--- src/rtl/api_chain_ctrl_pkg.sv ---
// API chain controller shared definitions.
// State encodings and default sizing for the chain controller.
package api_chain_ctrl_pkg;

    localparam logic [2:0] ST_IDLE  = 3'd0;
    localparam logic [2:0] ST_FETCH = 3'd1;
    localparam logic [2:0] ST_WORK  = 3'd2;
    localparam logic [2:0] ST_LOAD  = 3'd3;
    localparam logic [2:0] ST_NEXT  = 3'd4;
    localparam logic [2:0] ST_DONE  = 3'd5;

    localparam int API_NUM_D       = 16;
    localparam int WORK_WORDS_D    = 23;
    localparam int RX_WORDS_D      = 4;
    localparam int NONCE_WORD_D    = 2;
    localparam int RX_FIFO_DEPTH_D = 256;
    localparam int TMR_W           = 25;

endpackage

--- src/rtl/api_chain_ctrl_timer.sv ---
// Frame timer: loadable down-counter.
// Busy while non-zero; expired flags the last counted cycle.
module api_chain_ctrl_timer
    import api_chain_ctrl_pkg::*;
(
    input  logic             clk,
    input  logic             rst_n,
    input  logic             start,
    input  logic [TMR_W-1:0] load_val,
    output logic             busy,
    output logic             expired
);

    logic [TMR_W-1:0] cnt_q;

    // Load on start, then count down to zero and hold.
    always_ff @(posedge clk or negedge rst_n) begin
        if (!rst_n) begin
            cnt_q <= '0;
        end else if (start) begin
            cnt_q <= load_val;
        end else if (cnt_q != '0) begin
            cnt_q <= cnt_q - TMR_W'(1);
        end
    end

    assign busy    = (cnt_q != '0);
    assign expired = (cnt_q == TMR_W'(1));

endmodule

--- src/rtl/api_chain_ctrl.sv ---
// API chain controller: fetches work packets, broadcasts them
// down each enabled chip chain and captures tagged results.
module api_chain_ctrl
    import api_chain_ctrl_pkg::*;
#(
    parameter int API_NUM       = API_NUM_D,
    parameter int WORK_WORDS    = WORK_WORDS_D,
    parameter int RX_WORDS      = RX_WORDS_D,
    parameter int NONCE_WORD    = NONCE_WORD_D,
    parameter int RX_FIFO_DEPTH = RX_FIFO_DEPTH_D,
    parameter int CH_W          = $clog2(API_NUM)
) (
    input  logic               clk,
    input  logic               rst_n,
    input  logic [API_NUM-1:0] reg_ch_mask,
    input  logic [5:0]         reg_chip_num,
    input  logic [31:0]        reg_nonce_step,
    input  logic [7:0]         reg_sck,
    input  logic [24:0]        reg_timeout,
    input  logic               reg_abort,
    output logic [2:0]         reg_state,
    output logic               err_timeout,
    input  logic               tx_fifo_empty,
    output logic               tx_fifo_rd_en,
    input  logic [31:0]        tx_fifo_dout,
    output logic               rx_fifo_wr_en,
    output logic [31:0]        rx_fifo_din,
    output logic [CH_W+5:0]    rx_fifo_tag,
    input  logic [8:0]         rx_fifo_data_count,
    output logic               phy_mosi_vld,
    output logic [31:0]        phy_mosi_dat,
    input  logic               phy_miso_vld,
    input  logic [31:0]        phy_miso_dat,
    output logic               phy_miso,
    output logic [API_NUM-1:0] load,
    input  logic [API_NUM-1:0] miso
);

    localparam int IDX_W = $clog2(WORK_WORDS);
    localparam int CNT_W = IDX_W + 1;
    localparam logic [CNT_W-1:0] WW_C    = CNT_W'(WORK_WORDS);
    localparam logic [CNT_W-1:0] WW_LAST = CNT_W'(WORK_WORDS - 1);
    localparam logic [CNT_W-1:0] RX_C    = CNT_W'(RX_WORDS);
    localparam logic [CNT_W-1:0] NONCE_C = CNT_W'(NONCE_WORD);
    localparam logic [8:0] RX_LIM = 9'(RX_FIFO_DEPTH - RX_WORDS - 1);

    // Lowest enabled channel at or above 'from'; MSB is the found flag.
    function automatic logic [CH_W:0] find_ch(
        input logic [API_NUM-1:0] m,
        input logic [CH_W:0]      from
    );
        logic [CH_W:0] r;
        r = '0;
        for (int i = API_NUM - 1; i >= 0; i--) begin
            if (m[i] && ((CH_W+1)'(i) >= from)) begin
                r = {1'b1, CH_W'(i)};
            end
        end
        return r;
    endfunction

    logic [2:0]         state_q;
    logic [CH_W-1:0]    ch_idx_q;
    logic [5:0]         chip_cnt_q;
    logic [CNT_W-1:0]   pop_cnt_q;
    logic [CNT_W-1:0]   wr_cnt_q;
    logic [CNT_W-1:0]   word_cnt_q;
    logic               rd_pend_q;
    logic               rx_en_q;
    logic [1:0]         ld_ph_q;
    logic [9:0]         wait_q;
    logic [API_NUM-1:0] load_q;
    logic               mosi_vld_q;
    logic               err_q;
    logic               wr_en_q;
    logic [31:0]        din_q;
    logic [CH_W+5:0]    tag_q;
    logic [31:0]        wbuf_q [WORK_WORDS];

    logic          tmr_busy;
    logic          tmr_expired;
    logic          tmr_start;
    logic          active;
    logic          abort_now;
    logic          tmo_now;
    logic          kill;
    logic          go;
    logic          last_word;
    logic          chip_last;
    logic          rx_ok;
    logic [CH_W:0] first;
    logic [CH_W:0] nxt;

    assign active    = (state_q != ST_IDLE) && (state_q != ST_DONE);
    assign abort_now = reg_abort & active;
    assign tmo_now   = tmr_expired & active;
    assign kill      = abort_now | tmo_now;
    assign first     = find_ch(reg_ch_mask, '0);
    assign nxt       = find_ch(reg_ch_mask,
                               {1'b0, ch_idx_q} + (CH_W+1)'(1));
    assign go        = ~tx_fifo_empty & first[CH_W] & (|reg_chip_num);
    assign tmr_start = (state_q == ST_IDLE) & go;
    assign last_word = phy_miso_vld && (word_cnt_q == WW_LAST);
    assign chip_last = ((chip_cnt_q + 6'd1) == reg_chip_num);
    assign rx_ok     = (rx_fifo_data_count <= RX_LIM);

    assign tx_fifo_rd_en = (state_q == ST_FETCH) & ~tx_fifo_empty &
                           (pop_cnt_q < WW_C) & ~kill;
    assign phy_mosi_vld  = mosi_vld_q & ~kill;
    assign phy_mosi_dat  = (state_q == ST_WORK) ?
                           wbuf_q[word_cnt_q[IDX_W-1:0]] : '0;
    assign phy_miso      = &(miso | load_q);
    assign load          = load_q;
    assign reg_state     = state_q;
    assign err_timeout   = err_q;
    assign rx_fifo_wr_en = wr_en_q;
    assign rx_fifo_din   = din_q;
    assign rx_fifo_tag   = tag_q;

    api_chain_ctrl_timer u_timer (
        .clk      (clk),
        .rst_n    (rst_n),
        .start    (tmr_start),
        .load_val (reg_timeout),
        .busy     (tmr_busy),
        .expired  (tmr_expired)
    );

    // Frame sequencing: fetch, per-chip broadcast, latch, channel walk.
    always_ff @(posedge clk or negedge rst_n) begin
        if (!rst_n) begin
            state_q    <= ST_IDLE;
            ch_idx_q   <= '0;
            chip_cnt_q <= '0;
            pop_cnt_q  <= '0;
            wr_cnt_q   <= '0;
            word_cnt_q <= '0;
            rd_pend_q  <= 1'b0;
            rx_en_q    <= 1'b0;
            ld_ph_q    <= '0;
            wait_q     <= '0;
            load_q     <= '1;
            mosi_vld_q <= 1'b0;
            err_q      <= 1'b0;
            wr_en_q    <= 1'b0;
            din_q      <= '0;
            tag_q      <= '0;
        end else begin
            mosi_vld_q <= 1'b0;
            err_q      <= 1'b0;
            wr_en_q    <= 1'b0;
            rd_pend_q  <= tx_fifo_rd_en;
            if (kill) begin
                state_q <= ST_DONE;
                load_q  <= '1;
                err_q   <= tmo_now;
            end else begin
                unique case (state_q)
                    ST_IDLE: begin
                        if (go) begin
                            state_q    <= ST_FETCH;
                            ch_idx_q   <= first[CH_W-1:0];
                            load_q     <= ~(API_NUM'(1) << first[CH_W-1:0]);
                            chip_cnt_q <= '0;
                            pop_cnt_q  <= '0;
                            wr_cnt_q   <= '0;
                            word_cnt_q <= '0;
                        end
                    end
                    ST_FETCH: begin
                        if (tx_fifo_rd_en) begin
                            pop_cnt_q <= pop_cnt_q + CNT_W'(1);
                        end
                        if (rd_pend_q) begin
                            wr_cnt_q <= wr_cnt_q + CNT_W'(1);
                            if (wr_cnt_q == WW_LAST) begin
                                state_q    <= ST_WORK;
                                mosi_vld_q <= 1'b1;
                                rx_en_q    <= rx_ok;
                                word_cnt_q <= '0;
                            end
                        end
                    end
                    ST_WORK: begin
                        if (phy_miso_vld) begin
                            if (rx_en_q && (word_cnt_q < RX_C)) begin
                                wr_en_q <= 1'b1;
                                din_q   <= phy_miso_dat;
                                tag_q   <= {ch_idx_q, chip_cnt_q};
                            end
                            if (last_word) begin
                                word_cnt_q <= '0;
                                chip_cnt_q <= chip_cnt_q + 6'd1;
                                if (chip_last) begin
                                    state_q <= ST_LOAD;
                                    wait_q  <= {reg_sck, 2'b00};
                                    ld_ph_q <= 2'd0;
                                end else begin
                                    mosi_vld_q <= 1'b1;
                                    rx_en_q    <= rx_ok;
                                end
                            end else begin
                                word_cnt_q <= word_cnt_q + CNT_W'(1);
                                mosi_vld_q <= 1'b1;
                            end
                        end
                    end
                    ST_LOAD: begin
                        unique case (ld_ph_q)
                            2'd0: begin
                                if (wait_q != '0) begin
                                    wait_q <= wait_q - 10'd1;
                                end else begin
                                    mosi_vld_q <= 1'b1;
                                    ld_ph_q    <= 2'd1;
                                end
                            end
                            2'd1: begin
                                if (phy_miso_vld) begin
                                    wait_q  <= {1'b0, reg_sck, 1'b0};
                                    ld_ph_q <= 2'd2;
                                end
                            end
                            default: begin
                                if (wait_q != '0) begin
                                    wait_q <= wait_q - 10'd1;
                                end else begin
                                    load_q  <= '1;
                                    state_q <= ST_NEXT;
                                end
                            end
                        endcase
                    end
                    ST_NEXT: begin
                        if (nxt[CH_W]) begin
                            state_q    <= ST_FETCH;
                            ch_idx_q   <= nxt[CH_W-1:0];
                            load_q     <= ~(API_NUM'(1) << nxt[CH_W-1:0]);
                            chip_cnt_q <= '0;
                            pop_cnt_q  <= '0;
                            wr_cnt_q   <= '0;
                            word_cnt_q <= '0;
                        end else begin
                            state_q <= ST_DONE;
                        end
                    end
                    ST_DONE: begin
                        if (!tmr_busy) begin
                            state_q <= ST_IDLE;
                        end
                    end
                    default: begin
                        state_q <= ST_IDLE;
                    end
                endcase
            end
        end
    end

    // Packet buffer: filled from the TX FIFO, nonce word bumped per chip.
    always_ff @(posedge clk or negedge rst_n) begin
        if (!rst_n) begin
            for (int i = 0; i < WORK_WORDS; i++) begin
                wbuf_q[i] <= '0;
            end
        end else if (!kill) begin
            if ((state_q == ST_FETCH) && rd_pend_q) begin
                wbuf_q[wr_cnt_q[IDX_W-1:0]] <= tx_fifo_dout;
            end
            if ((state_q == ST_WORK) && phy_miso_vld &&
                (word_cnt_q == NONCE_C)) begin
                wbuf_q[NONCE_WORD] <= wbuf_q[NONCE_WORD] + reg_nonce_step;
            end
        end
    end

endmodule

--- config.mk ---
export PLATFORM = sky130hd
export DESIGN_NAME = api_chain_ctrl
export DESIGN_NICKNAME = d
export VERILOG_FILES = /design/src/rtl/api_chain_ctrl_pkg.sv /design/src/rtl/api_chain_ctrl_timer.sv /design/src/rtl/api_chain_ctrl.sv
export SDC_FILE = /design/constraint.sdc
export NUM_CORES = 2
export LEC_CHECK = 0
export ABC_AREA = 0
export BUFFER_PORTS_ARGS = -buffer_cell sky130_fd_sc_hd__buf_2
export CAP_MARGIN = 30
export CORE_UTILIZATION = 60
export DETAILED_ROUTE_END_ITERATION = 10
export MAX_ROUTING_LAYER = met4
export PLACE_DENSITY = 0.79
export SYNTH_ARGS = -nofsm -noshare
export SYNTH_HDL_FRONTEND = slang
export SYNTH_SLANG_ARGS = --single-unit
--- constraint.sdc ---
create_clock -name clk -period 5.52 [get_ports clk]
set_input_delay 1.104 -clock clk [delete_from_list [all_inputs] [get_ports clk]]
set_output_delay 1.104 -clock clk [all_outputs]
set_load 0.005 [all_outputs]
* After elaboration in Yosys (flattened, before gate mapping)
Index checks and enable logic that the tools add are counted.
** Storage, ports and cells
- Memory bits (writable) :: 0
- Latch bits :: 0
- Memories :: 0
- Word-level logic and storage cells :: 289
- Bits in registers :: 867
- Bits of input ports :: 181
- ROM bits :: 0
- Output and inout bits :: 98
** Cells by class
- Shifts and indexed selects :: 2
- $add $sub $neg :: 8
- Bitwise logic cells :: 17
- Multiplexer cells :: 112
- Div/mod/pow operators :: 0
- Eq/ne operators :: 35
- $mul :: 0
- Order comparisons :: 22
- Reduce and logical (&&, ||, !) cells :: 53
** Operators by type and width (number)
- bitwise mux 736 bit :: 1
- two-way mux 672 bit :: 1
- binary-select mux 32 bit (select 5 bit) :: 1
- demux 32 bit (select 5 bit) :: 1
- two-way mux 32 bit :: 5
- two-way mux 5 bit :: 32
- two-way mux 16 bit :: 5
- two-way mux 10 bit :: 6
- two-way mux 6 bit :: 10
- case mux 6 bit (3 select lines) :: 3
- two-way mux 25 bit :: 2
- case mux 16 bit (3 select lines) :: 1
- != test 3 bit, second input constant :: 14
- >= comparator 4 x 5 -> 1 bit, first input constant :: 8
- two-way mux 3 bit :: 11
- adder 32 bit :: 1
- NOT 16 bit :: 2
- << shifter 1 x 4 -> 16 bit, first input constant :: 2
- == test 25 x 1 -> 1 bit, second input constant :: 1
- nonzero test 25 bit :: 1
- subtractor 25 x 1 -> 25 bit, second input constant :: 1
- adder 6 x 1 -> 6 bit, second input constant :: 4
- case mux 6 bit (4 select lines) :: 1
- logical AND 1 bit :: 23
- other kinds (50) :: 112

* Depth between registers and ports, before layout
- Word-level depth :: 24
- Gate-level depth with buffers :: 15

* Modules after synthesis
A second synthesis with hierarchy kept.
** Second synthesis, totals
- Cells, all modules :: 3257
- Area, all modules :: 43153.9 sq um
** By module, submodules not included
- api_chain_ctrl :: cells an instance 3092, times used 1, area each 41638.7 sq um
- api_chain_ctrl_timer :: cells an instance 165, times used 1, area each 1515.2 sq um

* Worst setup path after synthesis
No wires, ideal clock.
- Kind :: flip-flop to output port
- Start point :: register word_cnt_q[0]
- End point :: output port phy_mosi_dat[21]
- Stages on the path, launching flop included :: 7
- Required time :: 4.416 ns
- Path slack :: 2.183 ns
- Path buffers :: 2
- Arrival :: 2.233 ns
- Path through :: dfrtp_1 -> clkbuf_1 -> clkbuf_1 -> mux4_2 -> mux4_2 -> nand2b_1 -> a21oi_1
** On the way
- Longest elaborated chain between the ends :: 5
** RTL lines
- start: declaration :: line api_chain_ctrl.sv:67 : logic [CNT_W-1:0] word_cnt_q;
- start signal: assignment :: line api_chain_ctrl.sv:203 : word_cnt_q <= word_cnt_q + CNT_W'(1);
- NOT 5 -> 6 bit (not written as such) :: line api_chain_ctrl.sv:111 : wbuf_q[word_cnt_q[IDX_W-1:0]] : '0;
- binary-select mux 32 bit (select 5 bit) :: line api_chain_ctrl.sv:111
- two-way mux 32 bit (not written as such) (2 in series) :: line api_chain_ctrl.sv:111
- two-way mux 32 bit :: line api_chain_ctrl.sv:110 : assign phy_mosi_dat = (state_q == ST_WORK) ?
- end: declaration :: line api_chain_ctrl.sv:31 : output logic [31:0] phy_mosi_dat,
No other way between the ends. The select of a mux whose other input is x is not followed.

* Worst setup path in the final report
- Start point :: register word_cnt_q[0]
- End point :: output port phy_mosi_dat[28]
Same word-level chain as after synthesis.

==> impl_metrics.json <==
{
  "dp.final_hpwl_um": 73300,
  "power.internal_mw": 10.5,
  "path_cells": "inv_1 -> nor2_4 -> buf_4 -> nand2_1 -> o211ai_1 -> o211ai_1 -> a21oi_1 -> buf_2",
  "crit_fanout": 38,
  "placed_area_um2": 45000,
  "p_total_mw": 13.8,
  "synth_area_leaders": "dfrtp_1 50%, mux2_1 11%, mux4_2 10%",
  "drive_above_1_share_pct": 29.7,
  "wl_met1_um": 46400,
  "yosysUniqueCellTypes": 94,
  "grt_max_degree": 143,
  "critPathKind": "register to primary output",
  "core-area_um2": 70300,
  "worstPathArrival_ns": 3.76,
  "min_path_type": "register to register",
  "syn_avg_cell_area_um2": 13.0,
  "gr-total-overflow": 0,
  "endpoint_kind": "primary output",
  "p_per_area_nw_per_um2": 286,
  "cts-hold-fix-buffers": 0,
  "post_cts_resized": 0,
  "syn_inst": 3288,
  "cts_inserted_buffers": 91,
  "wl_met3_um": 7690,
  "seqPwrFrac_pct": 47.5,
  "slew_headroom_pct": 28.9,
  "num-fill-cells": 4744,
  "gp_congestion": 0.936,
  "rows": 97,
  "top_layer": "met4",
  "grt_pass1_vias": 30400,
  "cp_num_buf_inv": 3,
  "holdWs_ns": 0.470,
  "synth_top_cell_area_share_pct": 49.8,
  "finalWorstSetupSlack_ns": 0.661,
  "die_y_um": 269,
  "worstSetupPathDepth": 8,
  "design.die.area_um2": 72400,
  "async_flop_share_pct": 100,
  "tritoncts": "done",
  "yosys.area.top_type": "dfrtp_1",
  "route.detailed.drc": 0,
  "pin_count": 279,
  "cts.path.max_buffers": 3,
  "worstReg2RegEnd": "load[0]$_DFFE_PN1P_",
  "via_count": 29200,
  "io_buffers": 276,
  "area_growth_pct": 12.6,
  "crit_path_top_delay_cell": "dfrtp_4",
  "hold_end": "rx_fifo_din[14]$_DFFE_PN0P_",
  "synth_nets": 3516,
  "antenna_found_initial": 9,
  "cts_root_buffer": "clkbuf_16",
  "final_cell_area_um2": 48100,
  "ys_seq_area_share_pct": 50.8,
  "p_sw_share_pct": 23.9,
  "grt_use_total_pct": 33.3,
  "hold_viol_final": 0,
  "ant_nets": 0,
  "period_share_pct": 88.0,
  "cp-start-kind": "register",
  "timing.rr.start": "ch_idx_q[0]$_DFFE_PN0P_",
  "htree_levels": 3,
  "grt_pass1_wl_um": 177000,
  "crit_path_frequent_cell": "o211ai_1",
  "clk_pin_slew_ns": 0.06,
  "yosys_warnings": 0,
  "firstDrtPassIters": 7,
  "setup_violations": 0,
  "wl_um": 114000,
  "ys.flop_type": "dfrtp_1",
  "whs_path_depth": 2,
  "cts_sinks": 867,
  "final.min_clock_period_ns": 4.86,
  "p_sw_mw": 3.30,
  "reg2regPathDepth": 10,
  "setup-tns-final_ns": 0,
  "die_w_um": 269,
  "vias_per_cell": 6.51,
  "max_stage_delay_ns": 0.92,
  "start_util_pct": 60.9,
  "clock_skew_ns": 0.0193,
  "post_cts_buffers": 0,
  "dr.first_iter.drc_count": 2673,
  "cp.required_ns": 4.42,
  "wl_per_cell_um": 25.5,
  "layout_common_cells": "847 x dfrtp_1, 420 x mux2_1, 289 x mux2_2",
  "drv_slew": 0,
  "rsz0062_at_grt": "false",
  "clock_latency_ns": 0.65,
  "status": "complete, no violations",
  "fmax_mhz": 206,
  "wl_met2_um": 55900,
  "pwr-share-comb_pct": 6.7,
  "synth_edf_count": 0,
  "hp-start": "rx_fifo_din[14]$_DFFE_PN0P_",
  "pwr-share-clk_pct": 45.8,
  "place_ws_ns": 1.24,
  "synth_area_um2": 42800,
  "ff2ff_setup_slack_ns": 1.39,
  "tightest_slew_ns": 1.07,
  "maxCapViolations": 0,
  "critPathTopFamily": "flip-flops",
  "leakage_nw": 23.1,
  "final_nets": 3689,
  "final_common_cell": "dfrtp_1",
  "ir_worst_vdd_mv": 0.237,
  "ys_ff_latch": 867
}
==> cell families after synthesis <==
kind of cell | Yosys count | synth area share [%]
xor+xnor | 65 | 1.35
fa+ha+maj | 47 | 1.39
buf+inv | 288 | 2.89
compound gates | 474 | 7.22
mux | 937 | 29.6
flops | 867 | 50.8
simple gates | 610 | 6.74
==> synth_stat cells (all sizes together) (31+ instances only) <==
master / count
o21ai: 85
mux2i: 36
ha: 46
nand3: 34
xnor2: 45
dfrtp: 851
a21oi: 146
clkbuf: 144
mux4: 192
mux2: 709
o211ai: 72
o22ai: 47
nor2: 128
nand2: 260
nor3: 32
inv: 31
buf: 113
nand2b: 55
==> flip-flops by register name, indices dropped and copies added (netlist names), 2 cells and up <==
| register | cells |
|---|---|
| ld_ph_q | 2 |
| wr_cnt_q | 6 |
| pop_cnt_q | 6 |
| u_timer.cnt_q | 25 |
| ch_idx_q | 4 |
| chip_cnt_q | 6 |
| rx_fifo_tag | 10 |
| word_cnt_q | 6 |
| rx_fifo_din | 32 |
| wait_q | 10 |
| wbuf_q | 736 |
| reg_state | 3 |
| load | 16 |
==> power groups by stage <==
stage               sequential [mW]  combinational (mW)  clock, mW
global route                   6.55                1.02       6.65
global placement               6.65               0.881          0
floorplan                      6.60               0.553          0
detailed placement             6.65               0.916          0
CTS                            6.54               0.920       6.39
finish                         6.55               0.929       6.32
==> per-stage QoR <==
step / util [%] / cells
finish: 68.5 / 4481
global route: 68.5 / 4480
CTS: 68.5 / 4473
detailed placement: 64.1 / 4308
global placement: 63.9 / 4303
floorplan: - / 3288
==> worst max-delay path by stage <==
stage | startpoint | to | slack [ns]
3_5_place_dp | reg_nonce_step[1] | wbuf_q[669]$_DFFE_PN0P_ | 1.24
3_3_place_gp | reg_nonce_step[1] | wbuf_q[669]$_DFFE_PN0P_ | 1.31
5_1_grt | word_cnt_q[0]$_DFFE_PN0P_ | phy_mosi_dat[16] | 0.48
4_1_cts | word_cnt_q[0]$_DFFE_PN0P_ | phy_mosi_dat[9] | 0.71
6_report | word_cnt_q[0]$_DFFE_PN0P_ | phy_mosi_dat[28] | 0.66
2_1_floorplan | word_cnt_q[0]$_DFFE_PN0P_ | phy_mosi_dat[21] | 2.18
==> worst reg2reg max path, delay by kind of cell, from the launching register on <==
family | cells | cell delay, ns
AOI/OAI and AO/OA | 6 | 1.73
adders and majority gates | 1 | 0.72
buffers and inverters | 1 | 0.12
DFF | 1 | 0.58
and+or+nand+nor | 2 | 0.92
==> routing by layer <==
metal	vias to the layer above	GRT usage, %
met3	291	5.69
met4	0	13.3
met2	1252	52.7
met5	-	-
met1	15200	43.0
li1	12500	-
==> cell type report <==
class                      instances  area (um2)  share of cell area [%]
tap                              940        1180                    2.44
antenna                            8        20.0                  0.0416
multi-input combinational       2133       20000                    41.5
clock buffer                     127        2680                    5.56
clock inverter                    38         434                   0.902
sequential                       867       21700                    45.1
timing repair buffer             337        1990                    4.13
inverter                          31         116                   0.242
(Power assumes the default switching activity.)
